`src/rtl/oddr_serializer_pkg.sv`:
```
// Shared definitions for the DDR output serializer: FSM encoding, reset
// synchronizer depth and the pair-counter width rule.
package oddr_serializer_pkg;

  typedef enum logic {
    ST_IDLE  = 1'b0,
    ST_SHIFT = 1'b1
  } state_e;

  localparam int RST_SYNC_STAGES = 3;

  // Pair counter indexes 0..data_w/2-1 and never shrinks below one bit.
  function automatic int cnt_width(input int data_w);
    int w;
    w = $clog2(data_w / 2);
    return (w < 1) ? 1 : w;
  endfunction

endpackage

```
`src/rtl/ddr_out_cell.sv`:
```
// XOR-pair DDR output cell: a posedge and a negedge register whose XOR is the
// pad value, so no combinational mux ever sits on the clock.
module ddr_out_cell (
  input  logic clk,
  input  logic rst_n,
  input  logic srval,
  input  logic d1,
  input  logic d2,
  output logic q
);

  logic rp_q, rp_d;
  logic rn_q, rn_d;

  // Each register stores its bit pre-XORed with the other so that q = rp ^ rn
  // equals d1 after the posedge and d2 after the negedge.
  always_comb begin
    rp_d = d1 ^ rn_q;
    rn_d = d2 ^ rp_q;
  end

  always_ff @(posedge clk or negedge rst_n) begin
    if (!rst_n) rp_q <= srval;
    else        rp_q <= rp_d;
  end

  always_ff @(negedge clk or negedge rst_n) begin
    if (!rst_n) rn_q <= 1'b0;
    else        rn_q <= rn_d;
  end

  assign q = rp_q ^ rn_q;

endmodule

```
`src/rtl/oddr_serializer.sv`:
```
// DDR output serializer: words enter a one-entry skid buffer over valid/ready,
// then leave two bits per clock from a shifter through an XOR DDR output cell.
module oddr_serializer
  import oddr_serializer_pkg::*;
#(
  parameter int   DATA_W        = 8,
  parameter logic LSB_FIRST     = 1'b1,
  parameter logic IS_C_INVERTED = 1'b0,
  parameter logic SRVAL         = 1'b0
) (
  input  logic              C,
  input  logic              RST_N,
  input  logic [DATA_W-1:0] S_DATA,
  input  logic              S_VALID,
  output logic              S_READY,
  output logic              Q,
  output logic              BUSY,
  output logic              TX_LAST
);

  localparam int               PAIRS    = DATA_W / 2;
  localparam int               CNT_W    = cnt_width(DATA_W);
  localparam logic [CNT_W-1:0] LAST_IDX = CNT_W'(PAIRS - 1);
  localparam int               NS       = RST_SYNC_STAGES;

  logic              clk_i;
  logic [NS-1:0]     sync_q, sync_d;
  logic              rst_int_n;
  logic              release_next;

  state_e            state_q, state_d;
  logic [DATA_W-1:0] shift_q, shift_d;
  logic [CNT_W-1:0]  idx_q, idx_d;
  logic [DATA_W-1:0] pend_q, pend_d;
  logic              pend_v_q, pend_v_d;
  logic              s_ready_q, s_ready_d;
  logic              busy_q, busy_d;
  logic              tx_last_q, tx_last_d;
  logic              d2_q, d2_d;
  logic              d1;
  logic              accept, load, last_pair;

  assign clk_i = C ^ IS_C_INVERTED;

  always_comb begin
    sync_d = {sync_q[NS-2:0], 1'b1};
  end

  always_ff @(posedge clk_i or negedge RST_N) begin
    if (!RST_N) sync_q <= '0;
    else        sync_q <= sync_d;
  end

  assign rst_int_n    = sync_q[NS-1];
  assign release_next = sync_q[NS-2];

  // A word moves from pend into the shifter when idle or as the last pair
  // leaves, so back-to-back words follow each other with no idle half-cycles.
  always_comb begin
    accept    = S_VALID && s_ready_q;
    last_pair = (idx_q == LAST_IDX);
    load      = pend_v_q && ((state_q == ST_IDLE) || last_pair);

    state_d = state_q;
    shift_d = shift_q;
    idx_d   = idx_q;
    if (load) begin
      state_d = ST_SHIFT;
      shift_d = pend_q;
      idx_d   = '0;
    end else if (state_q == ST_SHIFT) begin
      if (last_pair) begin
        state_d = ST_IDLE;
      end else begin
        shift_d = LSB_FIRST ? (shift_q >> 2) : (shift_q << 2);
        idx_d   = idx_q + 1'b1;
      end
    end

    pend_d   = accept ? S_DATA : pend_q;
    pend_v_d = accept || (pend_v_q && !load);

    s_ready_d = release_next && !pend_v_d;
    busy_d    = pend_v_d || (state_d == ST_SHIFT);
    tx_last_d = (state_d == ST_SHIFT) && (idx_d == LAST_IDX);

    // d1 must be valid at the same posedge that loads the pair, hence it is
    // taken from the next-state shifter; d2 is only needed at the negedge.
    if (state_d == ST_SHIFT) begin
      d1   = LSB_FIRST ? shift_d[0] : shift_d[DATA_W-1];
      d2_d = LSB_FIRST ? shift_d[1] : shift_d[DATA_W-2];
    end else begin
      d1   = SRVAL;
      d2_d = SRVAL;
    end
  end

  // Ready looks one synchronizer stage ahead so it rises on the same edge
  // that releases the internal reset.
  always_ff @(posedge clk_i or negedge RST_N) begin
    if (!RST_N) s_ready_q <= 1'b0;
    else        s_ready_q <= s_ready_d;
  end

  always_ff @(posedge clk_i or negedge rst_int_n) begin
    if (!rst_int_n) begin
      state_q   <= ST_IDLE;
      shift_q   <= '0;
      idx_q     <= '0;
      pend_q    <= '0;
      pend_v_q  <= 1'b0;
      busy_q    <= 1'b0;
      tx_last_q <= 1'b0;
      d2_q      <= SRVAL;
    end else begin
      state_q   <= state_d;
      shift_q   <= shift_d;
      idx_q     <= idx_d;
      pend_q    <= pend_d;
      pend_v_q  <= pend_v_d;
      busy_q    <= busy_d;
      tx_last_q <= tx_last_d;
      d2_q      <= d2_d;
    end
  end

  ddr_out_cell u_cell (
    .clk   (clk_i),
    .rst_n (rst_int_n),
    .srval (SRVAL),
    .d1    (d1),
    .d2    (d2_q),
    .q     (Q)
  );

  assign S_READY = s_ready_q;
  assign BUSY    = busy_q;
  assign TX_LAST = tx_last_q;

endmodule

```
`config.mk`:
```
export PLATFORM = sky130hd
export DESIGN_NAME = oddr_serializer
export DESIGN_NICKNAME = d
export VERILOG_FILES = /design/src/rtl/oddr_serializer_pkg.sv /design/src/rtl/ddr_out_cell.sv /design/src/rtl/oddr_serializer.sv
export SDC_FILE = /design/constraint.sdc
export NUM_CORES = 1
export LEC_CHECK = 0
export CORE_MARGIN = 3
export CORE_UTILIZATION = 54
export CTS_BUF_LIST = sky130_fd_sc_hd__clkbuf_4 sky130_fd_sc_hd__clkbuf_8
export DETAILED_ROUTE_END_ITERATION = 10
export PLACE_DENSITY = 0.89
export SLEW_MARGIN = 5
export SYNTH_ARGS = -nofsm -noshare
export SYNTH_HDL_FRONTEND = slang
export SYNTH_SLANG_ARGS = --single-unit
```
`constraint.sdc`:
```
create_clock -name C -period 1 [get_ports C]
set_input_delay 0.15 -clock C [delete_from_list [all_inputs] [get_ports C]]
set_output_delay 0.15 -clock C [all_outputs]
set_load 0.01 [all_outputs]
```
==> flow_summary_export.csv <==
group,metric,value,unit
place,place_congestion,0.714,
clocking,htreeDepth,1,
grt,grt_pass1_vias,756,
sta,setup_viol,25,
finish,finalNonFillerCells,135,
die,floorplan.initialDensity,0.587,
critical_path,path_cells,"xor2_2 > buf_2",
synth,yosysTopAreaCell,"dfrtp_1",
run_status,violations,"setup timing",
route,drtIter0Drc,8,
synth,synth_cells,77,
critical_path,arrival,1570,ps
power,p_per_area,3120,nW/µm²
place,dp_slack,-769,ps
grt,grt-ovfl-total,0,
critical_path,crit_fanout,2,
route,drc,0,
finish,nFillCells,93,
sta,drv_slew,0,
synth,yosys_register_bits,27,
route,ant_nets,0,
die,design.die.area,2500,µm²
critical_path,path_buf_inv,1,
sta,skew,12.2,ps
place,dp_hpwl,1380,µm
finish,layout-drive-gt1-share,0.536,
clocking,root_buffer,"clkbuf_4",
grt,grt_antenna_before_repair,0,
critical_path,cp-start-kind,"flop",
die,die_w,50.0,µm
clocking,clockBufferDepth,2,
job,cap_violations,0,
critical_path,end_kind,"primary output",
route,num_vias,711,
synth,avgSynthCellArea,13.6,µm²
run_status,outcome,"finished with violations",
die,core-area,1780,µm²
clocking,cts_hold_buf,0,
synth,async_reset_ff_frac,1.00,
die,rows,15,
grt,grtUsageTotal,0.184,
sta,fin_ws,-719,ps
critical_path,path_delay_family,"flip-flops",
grt,grt_pass1_wl,3400,µm
power,total_power,4.76,mW
synth,synth_top_flop_cell,"dfrtp_1",
finish,fin_nets,122,
synth,yosysTopAreaCellShare,0.622,
synth,syn-num-nets,88,
place,io_buffers,14,
synth,yosysWarnings,0,
route,first_pass_iters,4,
synth,ys_types,20,
place,dp_cells,126,
critical_path,worstPathRequired,850,ps
die,io_pins,15,
clocking,cts.clk_slew.worst_paths,140,ps
synth,synth_common_cells,"dfrtp_1 (26), nand2_1 (10), mux2_2 (9), mux2i_1 (7), o21ai_0 (6)",
critical_path,cpMaxStageDelayCell,"dfrtn_1",
grt,grt_max_degree,23,
synth,yosysMostFrequentCell,"dfrtp_1",
die,die_h,50.0,µm
clocking,cts.sinks,27,
clocking,cts_buffers,3,
synth,synth_edf_count,0,
finish,area_growth,45.8,%
power,p_leak,0.731,nW
sta,rsz0062_at_grt,"true",
power,peakVddDrop,2.01,mV
synth,synthTopCellsByArea,"dfrtp_1 (62%), mux2_2 (9.7%), mux2i_1 (6.7%)",
synth,seq_area_frac_synth,0.646,
route,viasPerCell,5.27,
finish,antenna_cells,0,
route,drt_wl_total,2510,µm
sta,hold_violations,0,
synth,syn-cell-area,1050,µm²
critical_path,crit_type,"flop to primary output",
min_path,hp-class,"primary input to asynchronous set/reset pin",
clocking,insertion_delay,320,ps
clocking,cts_tree,"done",
critical_path,slowest_delay,470,ps
route,wl_per_cell,18.6,µm
[routing by layer]
| metal | global-route usage | vias up | wire (µm) |
|---|---|---|---|
| li1 | - | 321 | - |
| met1 | 0.202 | 355 | 909 |
| met2 | 0.350 | 25 | 1380 |
| met3 | 0.0393 | 10 | 108 |
| met4 | 0.0461 | 0 | 111 |
| met5 | 0 | - | 0 |
[layout make-up]
cell class,count,area (µm²),share of cell area
clock buffers,4,30.0,0.0197
inverters,1,6.26,0.00410
repair buffers,32,300,0.197
flip-flops and latches,27,677,0.444
well taps,25,31.3,0.0205
multi-input cells,46,480,0.315
[power breakdown]
| group | switching [mW] | internal (mW) | total (mW) |
|---|---|---|---|
| clock network | 0.315 | 0.183 | 0.498 |
| logic | 1.01 | 1.39 | 2.40 |
| registers | 0.352 | 1.51 | 1.86 |
| total | 1.68 | 3.08 | 4.76 |
[final timing paths]
check,endpoint,cells past startpoint,start,slack (ps)
setup / recovery,Q,2,u_cell.rn_q,-720
hold / removal,sync_q[0],1,RST_N,20
setup reg to reg,u_cell.rn_q,1,u_cell.rp_q,-270
hold reg to reg,TX_LAST,1,sync_q[2],270
max in group asynchronous,u_cell.rn_q,0,sync_q[2],420
min in group C,sync_q[1],0,sync_q[0],380
[kinds of logic after synthesis]
family / share of synthesized area
other: 0.00359
buffers and inverters: 0.0203
multiplexers: 0.164
flip-flops: 0.646
AO/OA/AOI/OAI: 0.0514
AND/OR/NAND/NOR: 0.0814
XOR/XNOR: 0.0335
[layout by cell type (no fill, tap or decap)]
master	instances
a21boi_4	1
a21oi_2	1
and2_1	1
and3_4	1
buf_2	4
buf_4	7
buf_6	10
buf_8	1
clkbuf_4	4
clkdlybuf4s50_1	10
conb_1	1
dfrtn_1	1
dfrtp_1	25
dfrtp_2	1
inv_4	1
mux2_4	9
mux2i_1	5
mux2i_2	1
mux2i_4	1
nand2_1	3
nand2_2	5
nand2_4	2
nand2b_4	1
nor2_1	1
nor2_4	1
nor3b_2	1
o21ai_1	2
o21ai_2	4
or2_4	1
xnor2_2	1
xor2_1	2
xor2_2	1
[stage by stage]
step	hold slack, ps	TNS, ps	area [µm²]	utilization
global route	3.42	-4020	1530	0.855
detailed placement	275	-3630	1340	0.750
floorplan	-146	-1080	1100	-
global placement	267	-3290	1340	0.750
CTS	14.6	-1780	1410	0.791
finish	18.3	-2990	1530	0.855
[registers in the layout (all words and copies together), names as in the netlist]
name         count
S_READY          1
pend_v_q         1
pend_q           8
idx_q            2
sync_q           3
BUSY             1
u_cell.rp_q      1
d2_q             1
shift_q          6
TX_LAST          1
state_q          1
u_cell.rn_q      1
[timing repair]
action,CTS,global route
gates cloned,0,0
gates resized for setup,35,27
endpoints found under the setup margin,24,27
buffers inserted,3,6
pin swaps,12,6
endpoints found under the hold margin,0,0
No activity file was read; power rests on OpenSTA's default activity.
